File: src/rtl/clk_mon_pkg.sv
// Shared types and defaults for the clock period monitor.
package clk_mon_pkg;

   localparam int CNT_W_DEF = 16;

   typedef enum logic [1:0] {
      IDLE,
      ARM,
      MEASURE
   } mon_state_e;

endpackage

File: src/rtl/sync_edge_detect.sv
// Two-flop synchronizer plus an edge flop; emits a one-cycle pulse on each
// synchronized rising edge of an asynchronous input.
module sync_edge_detect (
   input  logic clk,
   input  logic rst_n,
   input  logic sig_async,
   output logic sig_sync,
   output logic rise
);

   // [0]/[1] are the metastability pair, [2] holds the previous synced value
   logic [2:0] sync_pipe;

   always_ff @(posedge clk or negedge rst_n) begin
      if (!rst_n) sync_pipe <= '0;
      else        sync_pipe <= {sync_pipe[1:0], sig_async};
   end

   assign sig_sync = sync_pipe[1];
   assign rise     = sync_pipe[1] & ~sync_pipe[2];

endmodule

File: src/rtl/clk_period_monitor.sv
// Measures period and high time of an asynchronous signal in clk cycles and
// presents each result on a valid/ready port, with stuck/glitch/overrun flags.
module clk_period_monitor
   import clk_mon_pkg::*;
#(
   parameter int CNT_W      = CNT_W_DEF,
   parameter int MIN_PERIOD = 2
) (
   input  logic             clk,
   input  logic             rst_n,
   input  logic             enable,
   input  logic             sig_in,
   output logic [CNT_W-1:0] meas_period,
   output logic [CNT_W-1:0] meas_high,
   output logic             meas_valid,
   input  logic             meas_ready,
   output logic             overrun,
   output logic             stuck,
   output logic             glitch
);

   localparam logic [CNT_W-1:0] CNT_MAX = '1;
   localparam logic [CNT_W-1:0] CNT_ONE = CNT_W'(1);
   localparam logic [CNT_W-1:0] MIN_P   = CNT_W'(MIN_PERIOD);

   mon_state_e       state, next_state;
   logic [CNT_W-1:0] per_cnt, hi_cnt;
   logic             sig_sync, rise;
   logic             start, capture, sat, clr;

   sync_edge_detect u_sync (
      .clk       (clk),
      .rst_n     (rst_n),
      .sig_async (sig_in),
      .sig_sync  (sig_sync),
      .rise      (rise)
   );

   always_ff @(posedge clk or negedge rst_n) begin
      if (!rst_n) state <= IDLE;
      else        state <= next_state;
   end

   always_comb begin
      next_state = state;
      start      = 1'b0;
      capture    = 1'b0;
      sat        = 1'b0;
      if (!enable) begin
         next_state = IDLE;
      end else begin
         case (state)
            IDLE: next_state = ARM;
            ARM: if (rise) begin
               start      = 1'b1;
               next_state = MEASURE;
            end
            MEASURE: begin
               // a saturated period is meaningless, so it wins over a rise
               if (per_cnt == CNT_MAX) begin
                  sat        = 1'b1;
                  next_state = ARM;
               end else if (rise) begin
                  capture = 1'b1;
                  start   = 1'b1;
               end
            end
            default: next_state = IDLE;
         endcase
      end
   end

   assign clr = !enable || (state == IDLE);

   always_ff @(posedge clk or negedge rst_n) begin
      if (!rst_n) begin
         per_cnt <= '0;
         hi_cnt  <= '0;
      end else if (clr) begin
         per_cnt <= '0;
         hi_cnt  <= '0;
      end else if (start) begin
         per_cnt <= CNT_ONE;
         hi_cnt  <= sig_sync ? CNT_ONE : '0;
      end else if (state == MEASURE && !sat) begin
         per_cnt <= per_cnt + CNT_ONE;
         if (sig_sync && hi_cnt != CNT_MAX) hi_cnt <= hi_cnt + CNT_ONE;
      end
   end

   always_ff @(posedge clk or negedge rst_n) begin
      if (!rst_n) begin
         meas_period <= '0;
         meas_high   <= '0;
         meas_valid  <= 1'b0;
         overrun     <= 1'b0;
         stuck       <= 1'b0;
         glitch      <= 1'b0;
      end else if (clr) begin
         meas_period <= '0;
         meas_high   <= '0;
         meas_valid  <= 1'b0;
         overrun     <= 1'b0;
         stuck       <= 1'b0;
         glitch      <= 1'b0;
      end else begin
         if (sat)       stuck <= 1'b1;
         else if (rise) stuck <= 1'b0;

         if (capture && per_cnt < MIN_P) begin
            glitch <= 1'b1;
         end else if (capture) begin
            // the held result stays put until the consumer takes it
            if (!meas_valid || meas_ready) begin
               meas_period <= per_cnt;
               meas_high   <= hi_cnt;
               meas_valid  <= 1'b1;
            end else begin
               overrun <= 1'b1;
            end
         end else if (meas_valid && meas_ready) begin
            meas_valid <= 1'b0;
         end
      end
   end

endmodule

File: config.mk
export PLATFORM = sky130hd
export DESIGN_NAME = clk_period_monitor
export DESIGN_NICKNAME = d
export VERILOG_FILES = /design/src/rtl/clk_mon_pkg.sv /design/src/rtl/sync_edge_detect.sv /design/src/rtl/clk_period_monitor.sv
export SDC_FILE = /design/constraint.sdc
export NUM_CORES = 1
export LEC_CHECK = 0
export ABC_CLOCK_PERIOD_IN_PS = 2900
export CAP_MARGIN = 20
export CELL_PAD_IN_SITES_DETAIL_PLACEMENT = 2
export CELL_PAD_IN_SITES_GLOBAL_PLACEMENT = 2
export CORE_MARGIN = 1.5
export CORE_UTILIZATION = 37
export CTS_CLUSTER_SIZE = 16
export DETAILED_ROUTE_END_ITERATION = 16
export PLACE_DENSITY_LB_ADDON = 0.1
export SYNTH_ARGS = -nofsm -noshare
export SYNTH_HDL_FRONTEND = slang
export SYNTH_SLANG_ARGS = --single-unit
File: constraint.sdc
create_clock -name clk -period 2.9 [get_ports clk]
set_clock_uncertainty 0.2 [all_clocks]
set_input_delay 0.435 -clock clk [delete_from_list [all_inputs] [get_ports clk]]
set_output_delay 0.435 -clock clk [all_outputs]
set_load 0.01 [all_outputs]
-- Word-level counts from Yosys, hierarchy flattened
Index checks and enable logic that the tools add are counted.
- equality and inequality tests: 9
- $lt $le $gt $ge: 1
- add/sub/neg operators: 2
- muxes and demuxes: 43
- reductions and logical operators: 22
- bitwise logic cells: 2
- operators with widths (kind ; count):
    two-way mux 16 bit ; 15
    adder 16 x 1 -> 16 bit, second input constant ; 2
    two-way mux 1 bit ; 23
    == test 16 bit, second input constant ; 1
    < comparator 16 x 2 -> 1 bit, second input constant ; 1
    inequality test 16 bit, second input constant ; 1
    nonzero test 3 bit ; 4
    AND reduction 3 bit ; 3
    two-way mux 2 bit ; 3
    inequality test 3 bit, second input constant ; 2
    case mux 2 bit (3 select lines) ; 1
    nonzero test 2 bit ; 3
    logical AND 1 bit ; 4
    inequality test 2 bit, second input constant ; 2
    AND reduction 2 bit ; 2
    logical NOT 1 bit ; 3
    inequality test 3 x 1 -> 1 bit, second input constant ; 1
    == test 2 x 1 -> 1 bit, second input constant ; 1
    == test 2 bit, second input constant ; 1
    logical NOT 2 bit ; 1
    logical OR 1 bit ; 2
    case mux 1 bit (2 select lines) ; 1
    bitwise AND 1 bit ; 1
    inverter 1 bit ; 1
- bits of input ports: 5
- output and inout port bits: 36
- word-level logic and storage cells: 89
- register bits after elaboration: 73

-- Depth between registers and ports, before layout
- word-level depth: 9
- gate-level depth with buffers: 8
- gate-level depth less buffers: 7

-- Modules after synthesis
A second synthesis with hierarchy kept.
- cell total of the unflattened synthesis: 312
- area, all modules: 3478.3 um^2
- modules (own cells, without submodules) (module ; cells an instance ; times used ; area each (um^2) ; seq. area each (um^2)):
    clk_period_monitor ; 308 ; 1 ; 3389.5 ; 1751.7
    sync_edge_detect ; 4 ; 1 ; 88.8 ; 75.1

-- Worst setup path after synthesis
No wires, ideal clock.
- path type: register -> register
- start: reg hi_cnt[0]
- end: reg hi_cnt[10]
- data arrival time: 1866 ps
- setup slack: 756 ps
- data required time: 2622 ps
- path buffers: 1
- library setup time: 78 ps
- stages on the path, launching flop included: 8
- period minus slack after synthesis: 2144 ps
- cell sequence: dfrtp_1 -> ha_1 -> nand4_1 -> nor3_1 -> or4_1 -> buf_2 -> or3_1 -> a21oi_1
- longest elaborated chain between the ends: 5
- elaborated cells between the ends (all ways): 9
- those cells by class: add/sub (1); eq/ne (1); mux (4); reduce/logical (3)
- RTL lines (what ; line ; text):
    start: declaration ; clk_period_monitor.sv:27 ; logic [CNT_W-1:0] per_cnt, hi_cnt;
    start signal: assignment ; clk_period_monitor.sv:84 ; hi_cnt <= sig_sync ? CNT_ONE : '0;
    start signal: assignment ; clk_period_monitor.sv:87 ; if (sig_sync && hi_cnt != CNT_MAX) hi_cnt <= hi_cnt + CNT_ONE;
    adder 16 x 1 -> 16 bit ; clk_period_monitor.sv:87 ;
    two-way mux 16 bit ; clk_period_monitor.sv:87 ;
    two-way mux 16 bit ; clk_period_monitor.sv:85 ; end else if (state == MEASURE && !sat) begin
    two-way mux 16 bit ; clk_period_monitor.sv:82 ; end else if (start) begin
    two-way mux 16 bit ; clk_period_monitor.sv:79 ; end else if (clr) begin
Parallel ways exist; a longest one is shown, timed or not. The select of a mux whose other input is x is not followed.
A chain may end at the register's enable or synchronous reset.

-- Worst setup path in the final report
- start: reg per_cnt[1]
- end: reg hi_cnt[12]
- longest elaborated chain between the ends: 8
- elaborated cells between the ends (all ways): 14
- those cells by class: eq/ne (1); mux (8); reduce/logical (5)
- RTL lines (what ; line ; text):
    start: declaration ; clk_period_monitor.sv:27 ;
    start signal: assignment ; clk_period_monitor.sv:86 ; per_cnt <= per_cnt + CNT_ONE;
    == test 16 bit * ; clk_period_monitor.sv:60 ; if (per_cnt == CNT_MAX) begin
    two-way mux 1 bit ; clk_period_monitor.sv:60 ;
    two-way mux 1 bit ; clk_period_monitor.sv:52 ; case (state)
    two-way mux 1 bit ; clk_period_monitor.sv:49 ; if (!enable) begin
    logical NOT 1 bit ; clk_period_monitor.sv:85 ;
    logical AND 1 bit ; clk_period_monitor.sv:85 ;
    nonzero test 3 bit (no source line) ; n/a ;
    AND reduction 2 bit (no source line) ; n/a ;
Every way passes the cells marked *; elsewhere a longest branch is shown, timed or not.

==> run_results.csv <==
group,metric,value,unit
final_layout,final_area,4350,um2
synthesis,synth_top_area_frac,0.517,
final_layout,syn_to_final_growth,23.0,%
synthesis,ys_types,48,
setup_path,cp_data_required_time,2960,ps
pwr,p_int,1.76,mW
synthesis,postSynthCellCount,315,
floorplan,core,9240,um2
sta,tightest_slew,956,ps
route,drc,0,
setup_path,path_class,"flop to flop",
job,maxCapViolations,0,
route,vias,2778,
sta,slew_violations,0,
clocking,numCtsBuffers,9,
final_layout,drive_gt1_frac,0.115,
setup_path,reg2reg_from,"per_cnt[1]$_DFFE_PN0P_",
setup_path,crit_path_start_kind,"flop",
placed_design,place_ws,178,ps
synthesis,synth_fp_nets,326,
sta,finalCritPeriodShare,0.858,
synthesis,yosysTopAreaCell,"dfrtp_1",
grt,grt_usage,0.211,
synthesis,synth.area.top_cells,"dfrtp_1 (52%), a22o_1 (7.9%), xnor2_1 (3.7%)",
synthesis,ys_warn_count,0,
route,first_pass_iters,4,
final_layout,n_antenna_cell,0,
clocking,cts_tree,"yes",
placed_design,gp_congestion,0.875,
floorplan,fp-row-count,35,
placed_design,place_area,4120,um2
pwr,p_sw_frac,0.282,
sta,finalHoldViolations,0,
pwr,p_switching,0.689,mW
sta,period_needed,2490,ps
setup_path,arrival,2550,ps
grt,grt_pass1_wl,16500,um
synthesis,synth_seq_cells,73,
setup_path,cp_cell_sequence,"ha_1 > nand4_1 > nor4_2 > buf_4 > or4_1 > or3_1 > a21oi_1",
sta,fin_ws,411,ps
floorplan,dieArea,10100,um2
setup_path,crit_path_start,"per_cnt[1]$_DFFE_PN0P_",
placed_design,hpwl,6700,um
pwr,powerDensity,563,nW/um2
sta,fmax,0.402,GHz
pwr,pwr-share-comb,0.185,
clocking,cts.sinks,73,
floorplan,initial_core_util,0.382,
pwr,p_clk_frac,0.384,
setup_path,ff2ff_setup_slack,410,ps
sta,rsz0062_at_grt,"false",
sta,final.setup.tns,0,ps
floorplan,die_h,101,um
floorplan,io_pins,41,
final_layout,nNetsFinal,373,
route,dr.first_iter.drc_count,74,
outcome,status,"completed",
hold_path,min_path_type,"input port to async pin",
route,wire_per_inst,19.5,um
pwr,power,2.45,mW
clocking,path_clk_slew,80,ps
route,viasPerCell,5.62,
clocking,clock_latency,340,ps
synthesis,seq_area_frac_synth,0.517,
route,wirelength,9640,um
setup_path,cp_max_fo,7,
clocking,ctsResizeCount,0,
clocking,cts_setup_buffers,0,
floorplan,dieWidth,101,um
setup_path,ff2ff_path_depth,7,
grt,overflow,0,
pwr,cellLeakagePower,1.74,nW
clocking,cts.htree.levels,3,
pwr,seqPwrFrac,0.431,
clocking,root_buffer,"clkbuf_8",
sta,max_slew_margin,0.363,
setup_path,worst_setup_path_end_kind,"flop",
final_layout,utilization,0.470,
grt,antenna_found_initial,0,
clocking,ctsHoldBuffers,0,
sta,setup_viol,0,
synthesis,syn_area,3530,um2
setup_path,critPathSlowestCell,"or4_1",
grt,grt_max_degree,74,
route,antenna_left,0,
clocking,clock_path_buffers,2,
placed_design,io_buffer_count,40,
grt,grt_pass1_vias,3043,
synthesis,syn_avg_cell_area,11.2,um2
setup_path,cpPeakStageDelay,620,ps
pwr,peakVddDrop,0.000228,V
## critical path, delay by kind of cell (launching register included)
family	cells	cell delay (ps)
simple gates	4	1160
flops	1	460
fa+ha+maj	1	260
buf+inv	1	160
compound gates	1	160
## logic make-up (layout without fill, tap and decap cells)
group | Yosys count | after routing | synth area share
flops | 73 | 73 | 0.517
buf+inv | 25 | 75 | 0.0432
fa+ha+maj | 6 | 6 | 0.0213
xor+xnor | 23 | 23 | 0.0570
mux | 3 | 3 | 0.00850
compound gates | 64 | 64 | 0.144
simple gates | 121 | 121 | 0.209
## final cells by class
type	instances	area (um2)
well taps	129	161
flip-flops and latches	73	1830
clock buffers	9	124
inverters	6	22.5
repair buffers	55	548
clock inverters	5	106
fillers	960	4890
multi-input cells	217	1560
## cells in the final DEF (no fill, tap or decap), drive strengths merged, types with 2 or more instances in the layout
cell type      Yosys  final
nor2              29     29
nand3             13     13
nor4              15     15
a211oi             2      2
nor3               7      7
a22o              32     32
or4                6      6
and2               4      4
or3                4      4
and4               3      3
xnor2             15     15
nor4b              4      4
clkdlybuf4s50      0     39
buf               13     16
o21ai              5      5
nand4             16     16
o32ai              2      2
inv                6      6
nand2             10     10
ha                 6      6
a31oi              2      2
bufinv             0      3
a211o              2      2
nand2b             3      3
clkbuf             6      9
mux2i              3      3
o31ai              2      2
and3               4      4
a21oi             11     11
xor2               8      8
dfrtp             73     73
nor2b              2      2
## cells in the mapped netlist (all sizes together)
master,n
nand2b,3
or3,4
nor2b,2
or4,6
nand3,13
a22o,32
and3,4
nor2,29
xor2,8
o21ai,5
a21boi,1
xnor2,15
o41ai,1
o32ai,2
o211ai,1
o211a,1
a32oi,1
a211o,2
and4,3
a21oi,11
inv,6
nand2,10
a31oi,2
o31ai,2
o2bb2ai,1
a211oi,2
dfrtp,73
nor4b,4
nor3,7
buf,13
ha,6
clkbuf,6
and2,4
nand4,16
nor4,15
mux2i,3
or4b,1
## power groups by stage
stage               Sequential [mW]  Combinational [mW]  Clock [mW]
floorplan                      1.07               0.285           0
global placement               1.07               0.449           0
detailed placement             1.07               0.456           0
CTS                            1.05               0.462       0.966
global route                   1.06               0.499        1.01
finish                         1.05               0.453       0.939
## registers in the layout, summed over array words and instances, names as in the netlist
name,flops
hi_cnt,16
meas_high,16
meas_period,16
per_cnt,16
u_sync.sync_pipe,3
state,2
glitch,1
meas_valid,1
overrun,1
stuck,1
## path summary, 6_finish.rpt
check | to
worst max-delay path | hi_cnt[12]$_DFFE_PN0P_
worst min-delay path | meas_high[12]$_DFFE_PN0P_
worst max register to register | hi_cnt[12]$_DFFE_PN0P_
worst min register to register | u_sync.sync_pipe[1]$_DFF_PN0_
max in group asynchronous | per_cnt[0]$_DFFE_PN0P_
min in group clk | u_sync.sync_pipe[1]$_DFF_PN0_
## stage by stage
stage | hold WS (ps) | cells
5_1_grt | 118 | 494
4_1_cts | 60.9 | 494
3_5_place_dp | 143 | 480
6_report | 15.6 | 494
3_3_place_gp | 134 | 480
2_1_floorplan | -60.6 | 315
## routing by layer
metal | wire length (um) | GRT usage | up-vias
li1 | - | - | 1264
met1 | 4780 | 0.301 | 1458
met2 | 4470 | 0.333 | 48
met3 | 262 | 0.0270 | 8
met4 | 127 | 0.0693 | 0
met5 | 0 | 0 | -
(Power assumes the default switching activity.)
